[src/rtl/cape_pkg.sv]
// Shared types, mode encodings and the trailing-zero mask helper for the CAPE
// stochastic number generator.
package cape_pkg;

  typedef enum logic {
    S_IDLE = 1'b0,
    S_RUN  = 1'b1
  } state_t;

  localparam logic MODE_UNCORR = 1'b0;
  localparam logic MODE_CORR   = 1'b1;

  // Operands wider than this are not supported by tz_mask; callers truncate.
  localparam int TZ_MAX_W = 64;

  // Bit j of the result is 1 iff bits 0..j of x are all zero.
  function automatic logic [TZ_MAX_W-1:0] tz_mask(input logic [TZ_MAX_W-1:0] x);
    logic                seen;
    logic [TZ_MAX_W-1:0] m;
    seen = 1'b0;
    m    = '0;
    for (int j = 0; j < TZ_MAX_W; j++) begin
      seen = seen | x[j];
      m[j] = ~seen;
    end
    return m;
  endfunction

endpackage

[src/rtl/cape_bp_ctr.sv]
// Binary up-counter whose bypassed bits stay at zero while the carry ripples
// straight through them; ovf flags the last live count.
module cape_bp_ctr #(
  parameter int W = 16
) (
  input  logic         clk,
  input  logic         rst,
  input  logic         clr,
  input  logic         en,
  input  logic [W-1:0] bp,
  output logic [W-1:0] cnt,
  output logic         ovf
);

  logic [W-1:0] cnt_nxt;

  // Forcing bypassed bits to 1 before the add lets the carry skip over them.
  assign cnt_nxt = ((cnt | bp) + W'(1)) & ~bp;
  assign ovf     = &(cnt | bp);

  always_ff @(posedge clk) begin
    if (rst || clr) begin
      cnt <= '0;
    end else if (en) begin
      cnt <= cnt_nxt;
    end
  end

endmodule

[src/rtl/cape_sng.sv]
// Multi-channel CAPE stochastic number generator with correlated/uncorrelated
// modes. Define CAPE_SNG_ET_EN to enable trailing-zero early termination.
module cape_sng
  import cape_pkg::*;
#(
  parameter int WIDTH      = 8,
  parameter int NUM_INPUTS = 8
) (
  input  logic                  clk,
  input  logic                  rst,
  input  logic                  start,
  input  logic                  corr,
  input  logic [WIDTH-1:0]      Bxs [NUM_INPUTS],
  input  logic [WIDTH-1:0]      trunc,
  input  logic                  en,
  output logic                  busy,
  output logic                  valid,
  output logic                  last,
  output logic [NUM_INPUTS-1:0] Xs
);

  localparam int CW = WIDTH * NUM_INPUTS;

  state_t                state, state_nxt;
  logic                  accept, step, ctr_clr, ctr_en;
  logic                  corr_r;
  logic [WIDTH-1:0]      bx_t_r [NUM_INPUTS];
  logic [CW-1:0]         bp, cnt;
  logic                  ovf;
  logic [WIDTH-1:0]      cmp [NUM_INPUTS];
  logic [NUM_INPUTS-1:0] x_p0;
  logic [NUM_INPUTS-1:0] xs_p1;
  logic                  vld_p1, last_p1;

  always_ff @(posedge clk) begin
    if (rst) begin
      state <= S_IDLE;
    end else begin
      state <= state_nxt;
    end
  end

  always_comb begin
    state_nxt = state;
    accept    = 1'b0;
    step      = 1'b0;
    ctr_clr   = 1'b0;
    ctr_en    = 1'b0;
    unique case (state)
      S_IDLE: begin
        if (start) begin
          accept    = 1'b1;
          ctr_clr   = 1'b1;
          state_nxt = S_RUN;
        end
      end
      S_RUN: begin
        if (en) begin
          step   = 1'b1;
          ctr_en = 1'b1;
          if (ovf) state_nxt = S_IDLE;
        end
      end
      default: state_nxt = S_IDLE;
    endcase
  end

  assign busy = (state == S_RUN);

  // Operands are captured once per stream so later changes cannot disturb it.
  always_ff @(posedge clk) begin
    if (accept) begin
      corr_r <= corr;
      for (int i = 0; i < NUM_INPUTS; i++) begin
        bx_t_r[i] <= Bxs[i] & ~trunc;
      end
    end
  end

`ifdef CAPE_SNG_ET_EN
  logic [WIDTH-1:0] tz [NUM_INPUTS];

  always_comb begin
    for (int i = 0; i < NUM_INPUTS; i++) begin
      tz[i] = WIDTH'(tz_mask(TZ_MAX_W'(bx_t_r[i])));
    end
  end
`endif

  always_comb begin
    bp = '0;
    if (corr_r == MODE_CORR) begin
      for (int b = WIDTH; b < CW; b++) begin
        bp[b] = 1'b1;
      end
`ifdef CAPE_SNG_ET_EN
      // A shared bit may be skipped only if it is a trailing zero for all channels.
      for (int j = 0; j < WIDTH; j++) begin
        bp[j] = 1'b1;
        for (int i = 0; i < NUM_INPUTS; i++) begin
          bp[j] = bp[j] & tz[i][j];
        end
      end
`endif
    end
`ifdef CAPE_SNG_ET_EN
    else begin
      for (int i = 0; i < NUM_INPUTS; i++) begin
        for (int j = 0; j < WIDTH; j++) begin
          bp[j*NUM_INPUTS+i] = tz[i][j];
        end
      end
    end
`endif
  end

  cape_bp_ctr #(
    .W (CW)
  ) u_ctr (
    .clk (clk),
    .rst (rst),
    .clr (ctr_clr),
    .en  (ctr_en),
    .bp  (bp),
    .cnt (cnt),
    .ovf (ovf)
  );

  // Stage p0: compare each channel's counter view against its operand.
  always_comb begin
    for (int i = 0; i < NUM_INPUTS; i++) begin
      for (int j = 0; j < WIDTH; j++) begin
        cmp[i][j] = cnt[j*NUM_INPUTS+i];
      end
      if (corr_r == MODE_CORR) cmp[i] = cnt[WIDTH-1:0];
      x_p0[i] = (cmp[i] < bx_t_r[i]);
    end
  end

  // Stage p1: registered stream bit, valid and end-of-stream flag.
  always_ff @(posedge clk) begin
    if (rst) begin
      vld_p1  <= 1'b0;
      last_p1 <= 1'b0;
      xs_p1   <= '0;
    end else begin
      vld_p1  <= step;
      last_p1 <= step & ovf;
      if (step) xs_p1 <= x_p0;
    end
  end

  assign valid = vld_p1;
  assign last  = last_p1;
  assign Xs    = xs_p1;

endmodule
[config.mk]
export PLATFORM = sky130hd
export DESIGN_NAME = cape_sng
export DESIGN_NICKNAME = d
export VERILOG_FILES = /design/src/rtl/cape_pkg.sv /design/src/rtl/cape_bp_ctr.sv /design/src/rtl/cape_sng.sv
export SDC_FILE = /design/constraint.sdc
export NUM_CORES = 1
export LEC_CHECK = 0
export CORE_ASPECT_RATIO = 1.1
export CORE_MARGIN = 4
export CORE_UTILIZATION = 55
export CTS_BUF_LIST = sky130_fd_sc_hd__clkbuf_8
export DETAILED_ROUTE_END_ITERATION = 16
export GPL_TIMING_DRIVEN = 0
export MAX_ROUTING_LAYER = met4
export PLACE_DENSITY_LB_ADDON = 0.08
export RECOVER_POWER = 50
export SETUP_SLACK_MARGIN = 0.5
export SLEW_MARGIN = 20
export SYNTH_ARGS = -nofsm -noshare
export SYNTH_HDL_FRONTEND = slang
export SYNTH_HIERARCHICAL = 1
export SYNTH_SLANG_ARGS = --single-unit
[constraint.sdc]
create_clock -name clk -period 5.94 [get_ports clk]
set_input_delay 0.594 -clock clk [delete_from_list [all_inputs] [get_ports clk]]
set_output_delay 0.594 -clock clk [all_outputs]
set_load 0.1 [all_outputs]
Yosys cells after proc, flatten, opt, wreduce, memory -nomap -nowiden
Memories as Yosys holds them, arrays and structs flattened.
Cells that the tools add are included.

storage, ports and cells
  register bits after elaboration = 76
  RAM bits = 64
  input bits = 77
  output and inout port bits = 11
  memories = 1

cells by class
  $add $sub $neg = 1
  order comparisons = 8
  multiplexer cells = 18
  bitwise logic cells = 14
  reductions and logical operators = 2

memory list
  name    depth  width  read ports  clocked after Yosys merged registers in  write ports  line            text
  bx_t_r  8      8      8           0                                        8            cape_sng.sv:27  logic [WIDTH-1:0] bx_t_r [NUM_INPUTS];

operators with widths
  operator                                       count
  adder 64 x 1 -> 64 bit, second input constant  1
  bitwise AND 64 bit                             1
  bitwise AND 8 bit                              8
  less-than comparator 8 bit                     8
  2-to-1 mux 8 bit                               8
  inverter 64 bit                                1
  bitwise OR 64 bit                              1
  AND reduction 64 bit                           1
  2-to-1 mux 56 bit                              1
  2-to-1 mux 1 bit                               8
  inverter 8 bit                                 1
  one-hot mux 1 bit (2 select lines)             1
  bitwise AND 1 bit                              1
  logical OR 1 bit                               1
  inverter 1 bit                                 1

Depth between registers and ports, before layout
  depth after elaboration = 6
  depth in mapped cells = 10

Hierarchy
The synthesis kept the hierarchy.

by module, submodules not included
  module       times used  cells each  area each (um2)  seq. area each (um2)
  cape_sng     1           493         4,755.8          2,172.1
  cape_bp_ctr  1           404         3,560.9          1,281.2

Least setup slack after synthesis
OpenSTA, ideal clock, no wires.

  kind = register to register
  start point = reg corr_r
  end point = reg u_ctr.cnt[62]
  setup time = 0.116 ns
  data arrival time = 4.988 ns
  setup slack = 0.836 ns
  cell stages (with the launch flop) = 8
  path buffers = 1
  path through = edfxtp_1 -> o22ai_1 -> nor4_4 -> nand4_2 -> or4_1 -> buf_2 -> or4_1 -> a221oi_1

between the ends
  cells in the longest elaborated chain, start to end = 4
  elaborated cells between the ends (all ways) = 5

RTL lines
  item                    line               text
  from (decl)             cape_sng.sv:26     logic corr_r;
  from (signal assigned)  cape_sng.sv:73     corr_r <= corr;
  2-to-1 mux 56 bit (*)   cape_sng.sv:92     if (corr_r == MODE_CORR) begin
  bitwise OR 64 bit       cape_bp_ctr.sv:18  assign cnt_nxt = ((cnt | bp) + W'(1)) & ~bp;
  adder 64 x 1 -> 64 bit  cape_bp_ctr.sv:18
  bitwise AND 64 bit (*)  cape_bp_ctr.sv:18
  to (signal assigned)    cape_bp_ctr.sv:25  cnt <= cnt_nxt;
  to (decl)               cape_bp_ctr.sv:11  output logic [W-1:0] cnt,

Mark *: on every way between the ends. The rest lies on a longest branch, timed or not.
A chain may end at the register's enable or synchronous reset.

==> metrics.md <==
| Metric | Value |
|---|---|
| Netlist Area Pre-Place | 8317 um^2 |
| Hold Slack | 0.4567 ns |
| GRT met1 Usage | 34.56% |
| Max Cap Violations | 1 |
| Row Count | 46 |
| Dpl hpwl | 16.85 mm |
| Largest delay share family, worst path | buffers and inverters |
| Post-Route WL | 22.08 mm |
| GRT overflow | 0 |
| CTS tree | done |
| Initial Util | 56.89% |
| Max VDD drop | 142.1 uV |
| Critical path type | input port to flip-flop |
| Worst Setup Slack, final | 1.690 ns |
| Synth-to-layout area growth | 20.54% |
| Post-synth ARST share | 0% |
| Top cells by area, synth | edfxtp_1 23%, dfxtp_1 18%, ha_1 8.6% |
| RSZ-0062 raised after global routing | no |
| Final hold vios | 0 |
| First-pass DRT Iterations | 5 |
| Final net count | 1163 |
| Ports | 88 |
| # Post-CTS Setup Buffers | 0 |
| Port Buf Inserts | 87 |
| Routability congestion estimate | 0.9333 |
| Share of layout cells above drive strength 1 | 7.006% |
| Post-Synth Adder-Cell Area | 8.575% |
| Root Buffer | clkbuf_8 |
| Max incr delay on CP | 1.21 ns |
| Synth area leader | edfxtp_1 |
| Placeable Area | 14620 um^2 |
| Prevailing post-synth register cell | dfxtp_1 |
| Post-synthesis compound-gate area fraction | 20.10% |
| Final min period | 4.250 ns |
| Syn. warnings | 6 |
| Post-Synth Simple-Gate Area | 18.08% |
| CTS Hold Buffers Added | 0 |
| CP max stage cell | clkbuf_1 |
| H-tree lvl count | 4 |
| Endpoints failing setup | 0 |
| Met3 Use GR | 5.230% |
| Final-report max-slew violation count | 31 |
| Netlist cell types | 63 |
| Via count | 7061 |
| CTS buffer count | 17 |
| Top cell type's share of synthesized area | 23.47% |
| WP data arrival | 4.31 ns |
| Layout Skew | 0.01615 ns |
| Mux share of post-synthesis cell area | 0.1204% |
| Worst setup EP type | flip-flop |
| GRT Resource Usage Total | 26.82% |
| Detail Route Antenna Nets | 0 |
| Storage cell area | 3453 um^2 |
| Cell mode on critical path | clkbuf_1 |
| Mean Syn Cell Area | 9.272 um^2 |
| Met2 Track Usage GR | 42.20% |
| Cts repair resizes | 0 |
| Clk Latency, worst-skew pair | 0.47 ns |
| Placed cells | 1202 |
| First-pass GRT wire length | 35.07 mm |
| Crit path cell chain | dlygate4sd3_1 > nor2b_1 > clkbuf_1 > clkbuf_1 |
| Worst slew pin tran | 1.551 ns |
| Largest net degree at the start of global routing | 31 |
| Largest family of logic cells by synthesized area | compound AO/OA/AOI/OAI gates |
| Fillers | 1167 |
| Top post-synthesis cells by count | 122 x inv_1, 75 x dfxtp_1, 73 x o21ai_0 |
| Clk buf depth | 2 |
| Mapped Cells | 897 |
| Worst slack at placement | 2.387 ns |
| Failing checks | max-capacitance violations, max-slew violations |
| Area of the multi-input gates | 4320 um^2 |
| Post-synth EDFFs | 65 |
| Critical path buffers and inverters | 3 |
| Critical path required time | 6.00 ns |
| Initial antenna violation count | 0 |
| Die Area | 17150 um^2 |
| CTS Sinks | 140 |
| Nature of the critical path startpoint | input port |
| Number of global-route vias before repair | 6759 |
| Worst-path clk slew | 0.07 ns |
| Relative slew slack | -3.368% |
| XOR/XNOR Fraction of Synth Area | 4.212% |
| Die height | 137.0 um |
| CP max FO | 30 |
| Peak Freq | 235.3 MHz |
| Drt drc | 0 |
| # diodes | 0 |
| 1st-iter DRT viols | 547 |
| Post-layout util | 68.57% |
| Non-Filler Instances | 1234 |
| Width of the die | 125.2 um |
| Pwr Density | 218.7 nW/um^2 |
| Min-delay worst type | flip-flop to flip-flop |
| Via density | 5.722 |
| Global route hottest layer | met2 |
| Cell with the most instances after synthesis | inv_1 |
| Routed len/inst | 17.89 um |
| Synth Register Bits | 140 |
| Pleak | 0.003673 uW |
| Seq/Total Area, Yosys | 41.52% |
| Tcrit/Tclk final | 71.56% |
| Status | finished with violations |
## placed cells by master (no fill, tap or decap), types with 6 or more instances in the layout
cell type,synthesis,routed
o21ai_1,11,11
o21bai_1,6,6
o211a_1,6,6
a32oi_1,7,7
inv_1,122,124
a211oi_1,41,41
edfxtp_1,65,65
ha_1,57,57
clkbuf_1,20,24
nand4_1,12,12
o211ai_1,9,9
xor2_1,10,10
nand2_1,31,31
nor2b_1,72,72
clkdlybuf4s50_1,0,77
o22ai_1,19,19
o41ai_2,6,6
nor4_1,18,18
nor3_1,17,17
a21oi_1,31,31
clkbuf_8,0,17
dfxtp_1,75,75
o21ai_0,73,73
dlygate4sd3_1,0,10
nor2_1,53,53
xnor2_1,30,30
or3_1,11,11
conb_1,1,19
a221oi_1,12,12
o31ai_1,9,9
buf_8,0,6
or4_1,10,10
## worst reg2reg max path, stage by stage (launching register included)
cell,delay (ns)
dfxtp_1,0.35
nor2b_1,0.81
clkbuf_1,1.12
clkbuf_1,1.21
## power by group
part           switching, uW  internal [uW]  leakage, uW
combinational            162            105      0.00220
clock                    374            493     0.000229
sequential              13.5           1050      0.00124
## worst paths after layout
path                           start  cells after the start                endpoint  slack [ns]
setup reg to reg     busy$_SDFF_PP0_                      3  bx_t_r[0][0]$_DFFE_PP_        2.03
hold / removal    Xs[3]$_SDFFE_PP0P_                      2      Xs[3]$_SDFFE_PP0P_        0.46
hold reg to reg   Xs[3]$_SDFFE_PP0P_                      2      Xs[3]$_SDFFE_PP0P_        0.46
setup / recovery               start                      4  bx_t_r[0][0]$_DFFE_PP_        1.69
## logic make-up after synthesis
logic type	count (synthesis)
other cells	1
compound gates	246
mux	1
simple gates	259
buf+inv	153
xor+xnor	40
fa+ha+maj	57
flops	140
## state kept, by name (all words and copies together), names as in the netlist
signal     count
bx_t_r        64
u_ctr/cnt     64
corr_r         1
Xs             8
last           1
busy           1
valid          1
## through the flow
stage	cell area [um^2]	power [uW]	TNS (ns)
6_report	10020	2193	0
5_1_grt	10020	2262	0
4_1_cts	10070	2207	0
3_5_place_dp	9633	1351	0
3_3_place_gp	9495	1342	-39.07
2_1_floorplan	8384	1236	0
## metal layers
metal  share of wire, %  vias to the layer above  wire (um)
li1                   -                     3487          -
met1                 45                     3265       9968
met2                 45                      264      10030
met3                6.6                       45       1452
met4                2.8                        0        626
met5                  0                        -          0
## cell type report
cell class	instances	area share [%]
clock inverter	15	2.059
inverter	122	4.568
sequential	140	34.45
tap	192	2.396
clock buffer	17	2.334
timing repair buffer	95	9.661
multi-input combinational	622	43.10
buffer	31	1.435
No activity file was read; power rests on OpenSTA's default activity.
==> patch, RTL diff (same settings) <==
The parameter `NUM_INPUTS` goes from 8 to 16.
--- a/src/rtl/cape_sng.sv
+++ b/src/rtl/cape_sng.sv
@@ -4,7 +4,7 @@
   import cape_pkg::*;
 #(
   parameter int WIDTH      = 8,
-  parameter int NUM_INPUTS = 8
+  parameter int NUM_INPUTS = 16
 ) (
   input  logic                  clk,
   input  logic                  rst,
Ports: changed (resized Bxs and Xs); port bits go from 88 to 160. The function was not compared with the original's and may differ.
==> patch against the original RTL <==
First-iteration DRC count grew to 4.4 times the old value. The run still ends with max-capacitance violations, max-slew violations left. Core utilization grew 0.60 points. Synthesized area is 110% higher. Cell count rose by 120%. Routed wire length rose to 3.1 times the old value. Sequential cell count grew 136. Sequential power increased by 97%. Final area grew 120%. Worst setup slack worse by 460 ps. Power rose by 110%. Critical path type unchanged. Non-clock buffer count is 135 higher.
==> patch: results (changes against the original RTL) <==
- Outcome: finished with violations
- Violated checks: max-capacitance violations, max-slew violations
- Gr usage total: 39.1% (+12 points)
- Met3 usage: 6.64% (+1.4 points)
- Commonest register cell after synthesis: dfxtp_1
- Sequential cell area fraction in the yosys report: 38.8% (-2.7 points)
- Deepest clock path buffer count: 3 (+1)
- Internal: 3.35 mW (+100%)
- Synth top cells by count: inv_1, o21ai_0, nor2b_1, dfxtp_1, edfxtp_1
- End of the worst hold path: Xs[15]
- Part of the power in combinational logic: 13.2% (+1.0 points)
- Compound-Gate Fraction of Synth Area: 20.0% (-0.12 points)
- Sw Ratio: 27.9% (+2.8 points)
- Worst reg2reg path depth: 7 (+4)
- Hold WS: 456 ps (-0.686 ps)
- Synth warnings: 6 (unchanged)
- DRT iter0 DRCs: 2433 (+340%)
- Drt total wl: 68.3 mm (+210%)
- Clock-pin slew on the worst setup and hold paths: 70 ps (about the same)
- Via density: 6.45 (+13%)
- Number of synthesized flops with an enable pin: 129 (+98%)
- Hold path startpoint: Xs[15]
- H-tree depth: 2 (-2)
- Worst path slowest cell: nor2b_1
- LEAKAGE: 8.14 nW (+120%)
- Max-cap violations: 3 (+2)
- R2R Setup Slk: 1360 ps (-670 ps)
- Final Max Slew Viols: 80 (+160%)
- Post-DP HPWL: 53.2 mm (+220%)
- First-pass GRT wire length: 100 mm (+190%)
- Hold Crit Class: flop to flop
- Port Buffers: 159 (+83%)
- Yosys cell types: 71 (+13%)
- XOR/XNOR Fraction of Synth Area: 1.75% (-2.5 points)
- Met1 GRT Util: 50.8% (+16 points)
- Vias in the first global route: 16800 (+150%)
- Clock net power: 1.95 mW (+120%)
- First-pass iteration count of the detailed router: 6 (+1)
- Clock root cell: clkbuf_8
- Post CTS Setup Buffer Count: 0 (unchanged)
- Adder-cell share of the synthesized area: 8.05% (-0.53 points)
- Global Route met2 Usage: 59.6% (+17 points)
- NumNets Final: 2514 (+120%)
- Top cells by area, synth: edfxtp_1, dfxtp_1, ha_1, nor2b_1, inv_1
- Crit path max-delay family: buffers and inverters
- Share of cells above drive strength 1: 11.2% (+4.2 points)
- CTS Buf Count: 50 (+33)
- Final Wtd Congestion: 1.02 (+9.1%)
- Initial antenna violation count: 1 (+1)
- Crit-path max FO: 20 (-33%)
- Post-synthesis mux area share: 1.08% (+0.96 points)
- Reg2reg end: u_ctr/cnt[2]
- Cts repair resizes: 0 (unchanged)
- Crit path DAT: 5170 ps (+860 ps)
- Critical path's largest stage delay: 1260 ps (+50 ps)
- Worst-margin pin slew: 1650 ps (+96.9 ps)
- Main combinational cell family by area after synthesis: simple AND/OR/NAND/NOR gates
- Clk_skew: 42.0 ps (+25.8 ps)
- Peak supply drop: 0.202 mV (+42%)
- Clock Latency Late Sink: 620 ps (+150 ps)
## patch: changes by cell type after synthesis, sizes merged, moves of 56 or more
cell / before / now
a21oi: 31 / 101
nand2: 31 / 94
ha: 57 / 113
edfxtp: 65 / 129
dfxtp: 75 / 147
inv: 122 / 246
o21ai: 84 / 173
nor2: 55 / 125
nor2b: 72 / 150
## patch: worst max path at each step
stage | start | to | slack [ps]
floorplan | corr_r | u_ctr/cnt[68] | -2480
global placement | corr_r | u_ctr/cnt[94] | -5840
detailed placement | en | u_ctr/cnt[99] | 1520
CTS | corr_r | u_ctr/cnt[97] | 1780
global route | start | u_ctr/cnt[2] | 1150
finish | start | u_ctr/cnt[2] | 1230
## patch: final cells by class
type	count	area, sq um
clock buffer	64	881
antenna	1	2.50
multi-input combinational	1425	9980
sequential	276	6820
fill	2481	9700
tap	420	526
timing repair buffer	178	1860
inverter	246	923
clock inverter	28	203
buffer	83	587
## patch: metrics by stage
step	instances	setup slack [ps]	instance area (sq um)
finish	2721	1230	21800
detailed placement	2628	1520	20800
CTS	2720	1780	21800
global route	2721	1150	21800
global placement	2609	-5840	20400
floorplan	2030	-2480	18300
## patch: kinds of logic after synthesis
family,Yosys count
compound gates,529
buf+inv,329
mux,19
other cells,1
simple gates,706
fa+ha+maj,113
flops,276
xor+xnor,35
## patch: worst min-delay path, stage by stage (launching register included)
cell and delay, ps:
dfxtp_1 310, nand2_1 50, o21ai_1 50
## patch: per-layer routing
metal	share of wire, %	wire (um)	vias up
li1	-	-	7884
met1	40	27100	8347
met2	45	30600	1112
met3	9.5	6460	220
met4	5.9	4040	0
met5	0	0	-
